$ cat src/rtl/spi_frame_master.sv
// SPI master for address+data write frames: 8-bit address byte, gap, Nbit word, MSB first.
// Optional miso capture into rdata is enabled by defining SPI_READBACK_EN.

module spi_frame_master #(
    parameter int Nbit      = 32,
    parameter int Dlitl     = 5,
    parameter int CS_LEAD   = 10,
    parameter int INTER_GAP = 1,
    parameter int CS_LAG    = 10
) (
    input  logic            clk,
    input  logic            rst_n,
    input  logic            start,
    input  logic            wr,
    input  logic [6:0]      adr,
    input  logic [Nbit-1:0] data,
    output logic            busy,
    output logic            done,
    output logic            sclk,
    output logic            mosi,
    output logic            cs,
    input  logic            miso,
    output logic [Nbit-1:0] rdata
);
    localparam int DW = (2 * Dlitl > 1) ? $clog2(2 * Dlitl) : 1;
    localparam logic [DW-1:0] DIV_LAST = DW'(2 * Dlitl - 1);
    localparam logic [DW-1:0] DIV_RISE = DW'(Dlitl - 1);
    localparam logic [DW-1:0] DIV_HI   = DW'(Dlitl);
    localparam logic [15:0] LEAD_LAST = 16'(CS_LEAD - 1);
    localparam logic [15:0] GAP_LAST  = 16'(INTER_GAP - 1);
    localparam logic [15:0] LAG_LAST  = 16'(CS_LAG - 1);
    localparam logic [15:0] ABIT_LAST = 16'd7;
    localparam logic [15:0] DBIT_LAST = 16'(Nbit - 1);

    typedef enum logic [2:0] {
        IDLE,
        CS_SETUP,
        ADDR,
        GAP,
        DATA,
        CS_HOLD
    } state_t;

    state_t          r_state;
    logic [15:0]     r_cnt;
    logic [15:0]     r_bit;
    logic [DW-1:0]   r_div;
    logic [7:0]      r_adr_sr;
    logic [Nbit-1:0] r_dat_sr;
    logic            r_wr;
    logic            r_sclk;
    logic            r_mosi;
    logic            r_cs;
    logic            r_busy;
    logic            r_done;
    logic            w_bit_end;
    logic            w_rise;

`ifdef SPI_READBACK_EN
    logic [Nbit-1:0] r_cap;
    logic [Nbit-1:0] r_rdata;
    assign rdata = r_rdata;
`else
    logic w_unused_miso;
    assign w_unused_miso = miso;
    assign rdata = '0;
`endif

    assign w_bit_end = (r_div == DIV_LAST);
    assign w_rise    = (r_div == DIV_RISE);

    always_ff @(posedge clk or negedge rst_n) begin
        if (!rst_n) begin
            r_state  <= IDLE;
            r_cnt    <= '0;
            r_bit    <= '0;
            r_div    <= '0;
            r_adr_sr <= '0;
            r_dat_sr <= '0;
            r_wr     <= 1'b0;
            r_sclk   <= 1'b0;
            r_mosi   <= 1'b1;
            r_cs     <= 1'b1;
            r_busy   <= 1'b0;
            r_done   <= 1'b0;
`ifdef SPI_READBACK_EN
            r_cap    <= '0;
            r_rdata  <= '0;
`endif
        end else begin
            r_done <= 1'b0;
            unique case (r_state)
                IDLE: begin
                    // The done cycle is still IDLE; a start seen there is dropped.
                    if (start && !r_done) begin
                        r_adr_sr <= {wr, adr};
                        r_dat_sr <= data;
                        r_wr     <= wr;
                        r_cs     <= 1'b0;
                        r_busy   <= 1'b1;
                        r_cnt    <= '0;
                        r_state  <= CS_SETUP;
                    end
                end
                CS_SETUP: begin
                    if (r_cnt == LEAD_LAST) begin
                        r_state  <= ADDR;
                        r_mosi   <= r_adr_sr[7];
                        r_adr_sr <= {r_adr_sr[6:0], 1'b0};
                        r_div    <= '0;
                        r_bit    <= '0;
                    end else begin
                        r_cnt <= r_cnt + 16'd1;
                    end
                end
                ADDR: begin
                    if (w_bit_end) begin
                        r_sclk <= 1'b0;
                        r_div  <= '0;
                        if (r_bit == ABIT_LAST) begin
                            r_cnt <= '0;
                            if (INTER_GAP > 0) begin
                                r_state <= GAP;
                            end else begin
                                r_state  <= DATA;
                                r_mosi   <= r_wr ? r_dat_sr[Nbit-1] : 1'b1;
                                r_dat_sr <= {r_dat_sr[Nbit-2:0], 1'b0};
                                r_bit    <= '0;
                            end
                        end else begin
                            r_bit    <= r_bit + 16'd1;
                            r_mosi   <= r_adr_sr[7];
                            r_adr_sr <= {r_adr_sr[6:0], 1'b0};
                        end
                    end else begin
                        r_div <= r_div + 1'b1;
                        if (w_rise) r_sclk <= 1'b1;
                    end
                end
                GAP: begin
                    if (r_cnt == GAP_LAST) begin
                        r_state  <= DATA;
                        r_mosi   <= r_wr ? r_dat_sr[Nbit-1] : 1'b1;
                        r_dat_sr <= {r_dat_sr[Nbit-2:0], 1'b0};
                        r_bit    <= '0;
                        r_div    <= '0;
                    end else begin
                        r_cnt <= r_cnt + 16'd1;
                    end
                end
                DATA: begin
`ifdef SPI_READBACK_EN
                    if (r_sclk && r_div == DIV_HI)
                        r_cap <= {r_cap[Nbit-2:0], miso};
`endif
                    if (w_bit_end) begin
                        r_sclk <= 1'b0;
                        r_div  <= '0;
                        if (r_bit == DBIT_LAST) begin
                            r_state <= CS_HOLD;
                            r_mosi  <= 1'b1;
                            r_cnt   <= '0;
                        end else begin
                            r_bit    <= r_bit + 16'd1;
                            r_mosi   <= r_wr ? r_dat_sr[Nbit-1] : 1'b1;
                            r_dat_sr <= {r_dat_sr[Nbit-2:0], 1'b0};
                        end
                    end else begin
                        r_div <= r_div + 1'b1;
                        if (w_rise) r_sclk <= 1'b1;
                    end
                end
                CS_HOLD: begin
                    if (r_cnt == LAG_LAST) begin
                        r_cs    <= 1'b1;
                        r_busy  <= 1'b0;
                        r_done  <= 1'b1;
                        r_state <= IDLE;
`ifdef SPI_READBACK_EN
                        r_rdata <= r_cap;
`endif
                    end else begin
                        r_cnt <= r_cnt + 16'd1;
                    end
                end
                default: r_state <= IDLE;
            endcase
        end
    end

    assign busy = r_busy;
    assign done = r_done;
    assign sclk = r_sclk;
    assign mosi = r_mosi;
    assign cs   = r_cs;

endmodule

$ cat config.mk
export PLATFORM = sky130hd
export DESIGN_NAME = spi_frame_master
export DESIGN_NICKNAME = d
export VERILOG_FILES = /design/src/rtl/spi_frame_master.sv
export SDC_FILE = /design/constraint.sdc
export NUM_CORES = 1
export LEC_CHECK = 0
export CAP_MARGIN = 40
export CORE_MARGIN = 8
export CORE_UTILIZATION = 35
export DETAILED_ROUTE_END_ITERATION = 8
export PLACE_DENSITY_LB_ADDON = 0.15
export SYNTH_ARGS = -nofsm -noshare
export SYNTH_HDL_FRONTEND = slang
export SYNTH_SLANG_ARGS = --single-unit
$ cat constraint.sdc
create_clock -name clk -period 4 [get_ports clk]
set_input_delay 0.8 -clock clk [delete_from_list [all_inputs] [get_ports clk]]
set_output_delay 0.8 -clock clk [all_outputs]
set_load 0.05 [all_outputs]
==> metrics.md, run 1 <==
| Metric | Value |
|---|---|
| Cell Area, Synth | 4810 um2 |
| # hold bufs at CTS | 0 |
| Final WL | 11000 um |
| Clock transition at the registers of the reported paths | 0.06 ns |
| CTS tree | done |
| R2R setup slack | 1.01 ns |
| Ant diodes | 0 |
| Slew @ Worst Pin | 0.824 ns |
| Cts bufs inserted | 9 |
| Commonest non-fill, non-tap cell in the layout | dfrtp_1 |
| Post_cts resized | 0 |
| Hold Vio Cnt, Final | 0 |
| Cells on worst reg2reg path | 6 |
| Final Skew | 0.00677 ns |
| Critical Path Fanout Max | 18 |
| Reg2reg start | r_state[2]$_DFFE_PN0P_ |
| DRC | 0 |
| Synthesis Warnings | 0 |
| Main synth FF type | dfrtp_1 |
| CTS H-Tree Depth | 3 |
| CP arrival | 3.21 ns |
| Vias in the first global route | 3847 |
| Number of flops mapped to enable cells by yosys | 0 |
| Pwr/cell area | 560 nW/um2 |
| GR Overflow Total | 0 |
| Die Ht | around 130 um |
| Total Power | 3160 uW |
| Largest net degree at the start of global routing | 65 |
| Max clock buf depth | 2 |
| Initial Utilization | about a third |
| Critical path type | flop to flop |
| Worst ir drop on vdd | 296 uV |
| Worst EP required | between 4 and 5 ns |
| Hold crit path type | input pin to async pin |
| Worst slack, placed | a little over 1 ns |
| DR vias | 3825 |
| Slew Viols, Final | 0 |
| Post-CTS setup buffers | 0 |
| Syn_area_per_cell | 9.06 um2 |
| Fmax | 335 MHz |
| Sequential share of the synthesized area | 44.3% |
| Worst setup slack after layout | 1.01 ns |
| RD Place Congestion | 0.751 |
| Initial DRT Pass Iterations | 4 |
| DP HPWL | 7910 um |
| Clock sink total | 85 |
| Crit path time final | between 2 and 3 ns |
| Core ar. | 13700 um2 |
| Die area | 17800 um2 |
| Area grow syn2layout | 17.2% |
| Most frequent cells in the layout | dfrtp_1, nor2_1, o21ai_0, a21oi_1, clkdlybuf4s50_1 |
| Worst r2r dst | r_bit[2]$_DFFE_PN0P_ |
| Clock root buffer | clkbuf_16 |
| Worst-Skew Late Latency | about 0.35 ns |
| CP endpoint kind | flop |
| Run status | completed |
| DR WL/cell | 14.7 um |
| DRT iter0 DRCs | around 240 |
| CP startpoint kind | flop |
| Max cap viols | 0 |
| Setup violators final | 0 |
| Global-route wire length before repair | 18800 um |
| Post-synth cell types | 56 |
| RSZ-0062 raised after global routing | no |
| DR vias/cell | 5.08 |
| Nets | 619 |
| I/O Buffers | 47 |
| IO Count | 81 |
| Synthesized flop and latch total | 85 |
| Fin Setup TNS | 0 ns |
| Mapped Cells | 531 |
| Static Leak | 0.00230 uW |
| Layout cells sized above 1 | ~6.3% |
| Slew HR | 45.1% |
| Total global-route track usage | 12.9% |
| Initial antenna violation count | 0 |
| Chip width | approximately 130 um |
| Period utilization | 74.6% |
| Async set-reset flop share out of synthesis | 100% |
| Antenna-violating nets left | 0 |
| Cell Rows | 43 |
## flip-flops by register name (all words and copies together), names as in the netlist, 3 cells and up
name	cells
r_dat_sr	32
r_bit	16
r_cnt	16
r_adr_sr	8
r_div	4
r_state	3
## cell usage after synthesis, drive strengths merged, types with 2 or more instances
cell type | instances | area [um2]
a21o | 3 | 22.5
a21oi | 47 | 235
a22o | 3 | 26.3
a22oi | 2 | 15.0
a31oi | 10 | 77.6
and2 | 4 | 25.0
and3 | 10 | 62.6
and3b | 2 | 17.5
and4 | 3 | 26.3
buf | 40 | 284
clkbuf | 19 | 72.6
dfrtp | 83 | 2080
dfstp | 2 | 52.6
ha | 7 | 87.6
inv | 12 | 45.0
mux2 | 2 | 22.5
mux2i | 40 | 400
nand2 | 38 | 143
nand2b | 6 | 37.5
nand3 | 18 | 90.1
nand4 | 7 | 50.1
nor2 | 65 | 244
nor3 | 8 | 40.0
nor4 | 5 | 52.6
nor4bb | 3 | 30.0
o21a | 2 | 15.0
o21ai | 51 | 255
o31ai | 12 | 90.1
o41ai | 5 | 43.8
or2 | 2 | 12.5
or3 | 4 | 25.0
xor2 | 2 | 17.5
## worst max path at each step
stage                                      start               endpoint  slack (ns)  cells after the start
final                     r_state[2]$_DFFE_PN0P_   r_bit[2]$_DFFE_PN0P_        1.01                      6
after global routing      r_state[2]$_DFFE_PN0P_   r_bit[2]$_DFFE_PN0P_        0.80                      6
after CTS                 r_state[2]$_DFFE_PN0P_   r_bit[2]$_DFFE_PN0P_        0.99                      6
after detailed placement  r_state[2]$_DFFE_PN0P_   r_bit[2]$_DFFE_PN0P_        1.01                      6
after global placement    r_state[2]$_DFFE_PN0P_   r_bit[2]$_DFFE_PN0P_        1.05                      6
after floorplan             r_cnt[1]$_DFFE_PN0P_  r_bit[11]$_DFFE_PN0P_        1.62                     10
## cell type report
type / count / area [um2]
fillers: 1362 / 8030
multi-input cells: 406 / 2410
flip-flops and latches: 85 / 2130
repair buffers: 54 / 520
clock buffers: 11 / 253
well taps: 180 / 225
clock inverters: 5 / 58.8
inverters: 12 / 45.0
## routing by layer
layer | routed length, um | track usage [%] | vias up
li1 | - | - | 1904
met1 | 4970 | 15.4 | 1853
met2 | 5510 | 21.7 | 55
met3 | 397 | 3.43 | 13
met4 | 170 | 4.74 | 0
met5 | 0 | 0 | -
## critical path, stage by stage (launching register included)
cell and delay (ns):
dfrtp_1 0.67, nand2b_1 0.35, or2_0 0.46, a31oi_4 0.13, or4_1 0.82, o31ai_1 0.32
o21ai_0 0.11
## cells by family (layout without fill, tap and decap cells)
| family | Yosys count | count (layout) | share of synthesized area [%] |
|---|---|---|---|
| AOI/OAI and AO/OA | 143 | 143 | 17.7 |
| xor gates and xnor gates | 3 | 3 | 0.546 |
| adders and majority gates | 7 | 7 | 1.82 |
| buffers and inverters | 71 | 82 | 8.35 |
| DFF | 85 | 85 | 44.3 |
| muxes | 42 | 42 | 8.79 |
| other | 1 | 32 | 0.0779 |
| and+or+nand+nor | 179 | 179 | 18.5 |
## power by group
group | total (uW) | internal, uW | switching, uW
clock | 867 | 518 | 349
sequential | 1380 | 1140 | 243
combinational | 909 | 380 | 529
total | 3160 | 2040 | 1120
## metrics by stage
step	hold WS (ns)	utilization, %	instance area (um2)	std cells
after floorplan	0.449	-	4930	562
after global placement	0.465	39.0	5330	737
final	0.436	41.3	5640	753
after CTS	0.448	41.3	5640	753
after global routing	0.474	41.3	5640	753
after detailed placement	0.474	39.0	5330	737
(Power assumes the default switching activity.)
==> inputs of run 2 (changes only) <==
==> constraint.sdc (replaced) <==
create_clock -name clk -period 2.8 [get_ports clk]
set_input_delay 0.56 -clock clk [delete_from_list [all_inputs] [get_ports clk]]
set_output_delay 0.56 -clock clk [all_outputs]
set_load 0.05 [all_outputs]
==> run 2 against run 1 <==
- sequential cell count did not move
- sequential power increased by 40%
- hold slack got worse by 0.19 ns
- clock power increased by 27%
- utilization increased by 0.50 points
- clock skew is essentially flat
- clock-buffer cell count stayed put
- die area unchanged
- sequential share of layout area shrank 0.46 points
- power is 41% higher
- critical path depth increased by 3
- worst setup slack worse by 0.79 ns
- critical path type unchanged
- largest power group unchanged
==> metrics.md, run 2 (synthesis results as in run 1) <==
| Metric | Value |
|---|---|
| Run status | completed |
| Period utilization | 91.8% (+17 points) |
| CP arrival | 2.78 ns (-0.43 ns) |
| Comb pwr share | 31.8% (+3.0 points) |
| RSZ-0062 raised after global routing | no |
| Fin Setup TNS | 0 ns (unchanged) |
| Nets | 629 (+1.6%) |
| IO Count | 81 (unchanged) |
| GR Overflow Total | 0 (unchanged) |
| Final WL | 11100 um (+0.49%) |
| Ant diodes | 0 (unchanged) |
| Post-placement cell area | 5440 um2 (+2.1%) |
| Initial DRT Pass Iterations | 5 (+1) |
| Slew Viols, Final | 0 (unchanged) |
| Total global-route track usage | 13.1% (+0.20 points) |
| Worst r2r dst | r_bit[13]$_DFFE_PN0P_ |
| DRC | 0 (unchanged) |
| Reg area | 2130 um2 (unchanged) |
| Grt met2 use | 22.9% (+1.2 points) |
| Global-route wire length before repair | 19200 um (+1.8%) |
| Seq pwr share | 43.5% (-0.3 points) |
| Vias in the first global route | 4019 (+4.5%) |
| Hold Vio Cnt, Final | 0 (unchanged) |
| Max clock buf depth | 2 (unchanged) |
| Internal power | 2840 uW (+39%) |
| Switch Pwr | 1600 uW (+43%) |
| Initial antenna violation count | 0 (unchanged) |
| Stages on the worst setup path | 9 (+3) |
| Fill cell count | 1351 (-0.81%) |
| Final Util | 41.8% (+0.50 points) |
| Slew @ Worst Pin | 0.826 ns (+0.00233 ns) |
| Commonest non-fill, non-tap cell in the layout | dfrtp_1 |
| Most frequent cells in the layout | dfrtp_1, nor2_1, o21ai_0, a21oi_1, clkdlybuf4s50_1 |
| Largest net degree at the start of global routing | 86 (+32%) |
| WP buf/inv | 2 (+2) |
| Slew HR | 44.7% (-0.36 points) |
| DR WL/cell | 14.6 um (-0.70%) |
| Initial Utilization | 35.2% (unchanged) |
| CP startpoint kind | flop |
| Cts bufs inserted | 9 (unchanged) |
| I/O Buffers | 47 (unchanged) |
| Final Skew | 0.00722 ns (+0.000446 ns) |
| Pwr/cell area | 778 nW/um2 (+39%) |
| Routing usage on met3 | 3.84% (+0.41 points) |
| Met1 Usage GRT | 15.1% (-0.28 points) |
| Clock transition at the registers of the reported paths | 0.06 ns (about the same) |
| Critical path, cell by cell | inv_1 -> ha_1 -> and4bb_2 -> nand4_2 -> a22o_1 -> or4_1 -> buf_4 -> o21ai_0 -> o31ai_1 |
| Area grow syn2layout | 18.6% |
| Reg2reg start | r_cnt[1]$_DFFE_PN0P_ |
| # hold bufs at CTS | 0 (unchanged) |
| Max cap viols | 0 (unchanged) |
| Core ar. | 13700 um2 (unchanged) |
| Top reg by flops | r_dat_sr |
| CP endpoint kind | flop |
| Critical Path Fanout Max | 7 (-11) |
| R2R setup slack | 0.23 ns (-0.79 ns) |
| Fin area | 5710 um2 (+1.2%) |
| Critical path's slowest cell | or4_1 |
| Critical path type | flop to flop |
| Setup violators final | 0 (unchanged) |
| Grt peak-use layer | met2 |
| DR vias | 3928 (+2.7%) |
| Net Sw Frac | 36.1% (+0.58 points) |
| Chip width | 133 um (unchanged) |
| Hold crit path type | input pin to async pin |
| Worst ir drop on vdd | 409 uV (+38%) |
| Worst EP required | 3.01 ns (-1.22 ns) |
| Cell Rows | 43 (unchanged) |
| Max stage delay on crit path | 0.62 ns (-0.20 ns) |
| Worst-Skew Late Latency | 0.34 ns (about the same) |
| Die Ht | 133 um (unchanged) |
| Hold slack | 0.242 ns (-0.194 ns) |
| Fmax | 389 MHz (+16%) |
| Max FFs per register | 32 (unchanged) |
| DP HPWL | 7990 um (+1.0%) |
| DR vias/cell | 5.15 (+1.5%) |
| Die area | 17800 um2 (unchanged) |
| Crit path time final | 2.57 ns (-0.414 ns) |
| Multi-input logic area | 2410 um2 (unchanged) |
| Post-CTS setup buffers | 0 (unchanged) |
| Cells on worst reg2reg path | 9 (+3) |
| Clock sink total | 85 (unchanged) |
| Static Leak | 0.00234 uW (+1.6%) |
| Post_cts resized | 0 (unchanged) |
| Layout cells sized above 1 | 7.56% (+1.3 points) |
| Antenna-violating nets left | 0 (unchanged) |
| DRT iter0 DRCs | 201 (-16%) |
| Clock Power Share | 24.7% (-2.7 points) |
| CTS H-Tree Depth | 3 (unchanged) |
| Worst path top cell family by delay | simple AND/OR/NAND/NOR gates |
| Biggest regs | r_dat_sr x32, r_bit x16, r_cnt x16 |
| Clock root buffer | clkbuf_16 |
| RD Place Congestion | 0.769 (+2.5%) |
| CTS tree | done |
run 2: cell count changes in the layout (fill, tap and decap cells not counted):
cell	before	now
buf_12	0	3
buf_4	8	15
bufinv_16	1	0
clkbuf_1	0	1
clkbuf_8	2	1
clkinv_2	1	2
clkinv_4	1	0
run 2: area by class of cell:
cell class | instances | share of cell area, %
well taps | 180 | 3.95
clock buffers | 11 | 4.25
repair buffers | 64 | 11.1
inverters | 12 | 0.789
multi-input cells | 406 | 42.2
flip-flops and latches | 85 | 37.3
clock inverters | 4 | 0.439
run 2: worst reg2reg max path, delay by kind of cell, from the launching register on:
kind,cells,cell delay (ns)
AOI/OAI and AO/OA,3,0.55
adders and majority gates,1,0.21
buffers and inverters,2,0.31
DFF,1,0.39
and+or+nand+nor,3,0.99
run 2: power groups by stage:
stage / Sequential (uW) / Clock (uW) / Combinational [uW]
after floorplan: 1900 / 0 / 1090
after global placement: 1940 / 0 / 1380
after detailed placement: 1960 / 0 / 1420
after CTS: 1940 / 1140 / 1430
after global routing: 1990 / 1190 / 1600
final: 1930 / 1100 / 1410
run 2: how the worst max path moves through the flow:
| stage | slack, ns | start | endpoint |
|---|---|---|---|
| floorplan | 0.42 | r_cnt[1]$_DFFE_PN0P_ | r_bit[11]$_DFFE_PN0P_ |
| global placement | 0.30 | r_cnt[1]$_DFFE_PN0P_ | r_bit[6]$_DFFE_PN0P_ |
| detailed placement | 0.24 | r_cnt[1]$_DFFE_PN0P_ | r_bit[13]$_DFFE_PN0P_ |
| CTS | 0.22 | r_cnt[1]$_DFFE_PN0P_ | r_bit[13]$_DFFE_PN0P_ |
| global route | 0.04 | r_cnt[1]$_DFFE_PN0P_ | r_bit[8]$_DFFE_PN0P_ |
| finish | 0.23 | r_cnt[1]$_DFFE_PN0P_ | r_bit[13]$_DFFE_PN0P_ |
run 2: metrics by stage:
| stage | total power (uW) | setup WS (ns) | std cells |
|---|---|---|---|
| finish | 4440 | 0.228 | 762 |
| global route | 4790 | 0.0400 | 762 |
| CTS | 4500 | 0.220 | 762 |
| detailed placement | 3380 | 0.245 | 747 |
| global placement | 3320 | 0.297 | 747 |
| floorplan | 2990 | 0.420 | 562 |
run 2: per-layer routing:
metal,wire length (um),part of all wire (%)
met5,0,0
met4,116,1.0
met3,486,4.4
met2,5720,52
met1,4770,43
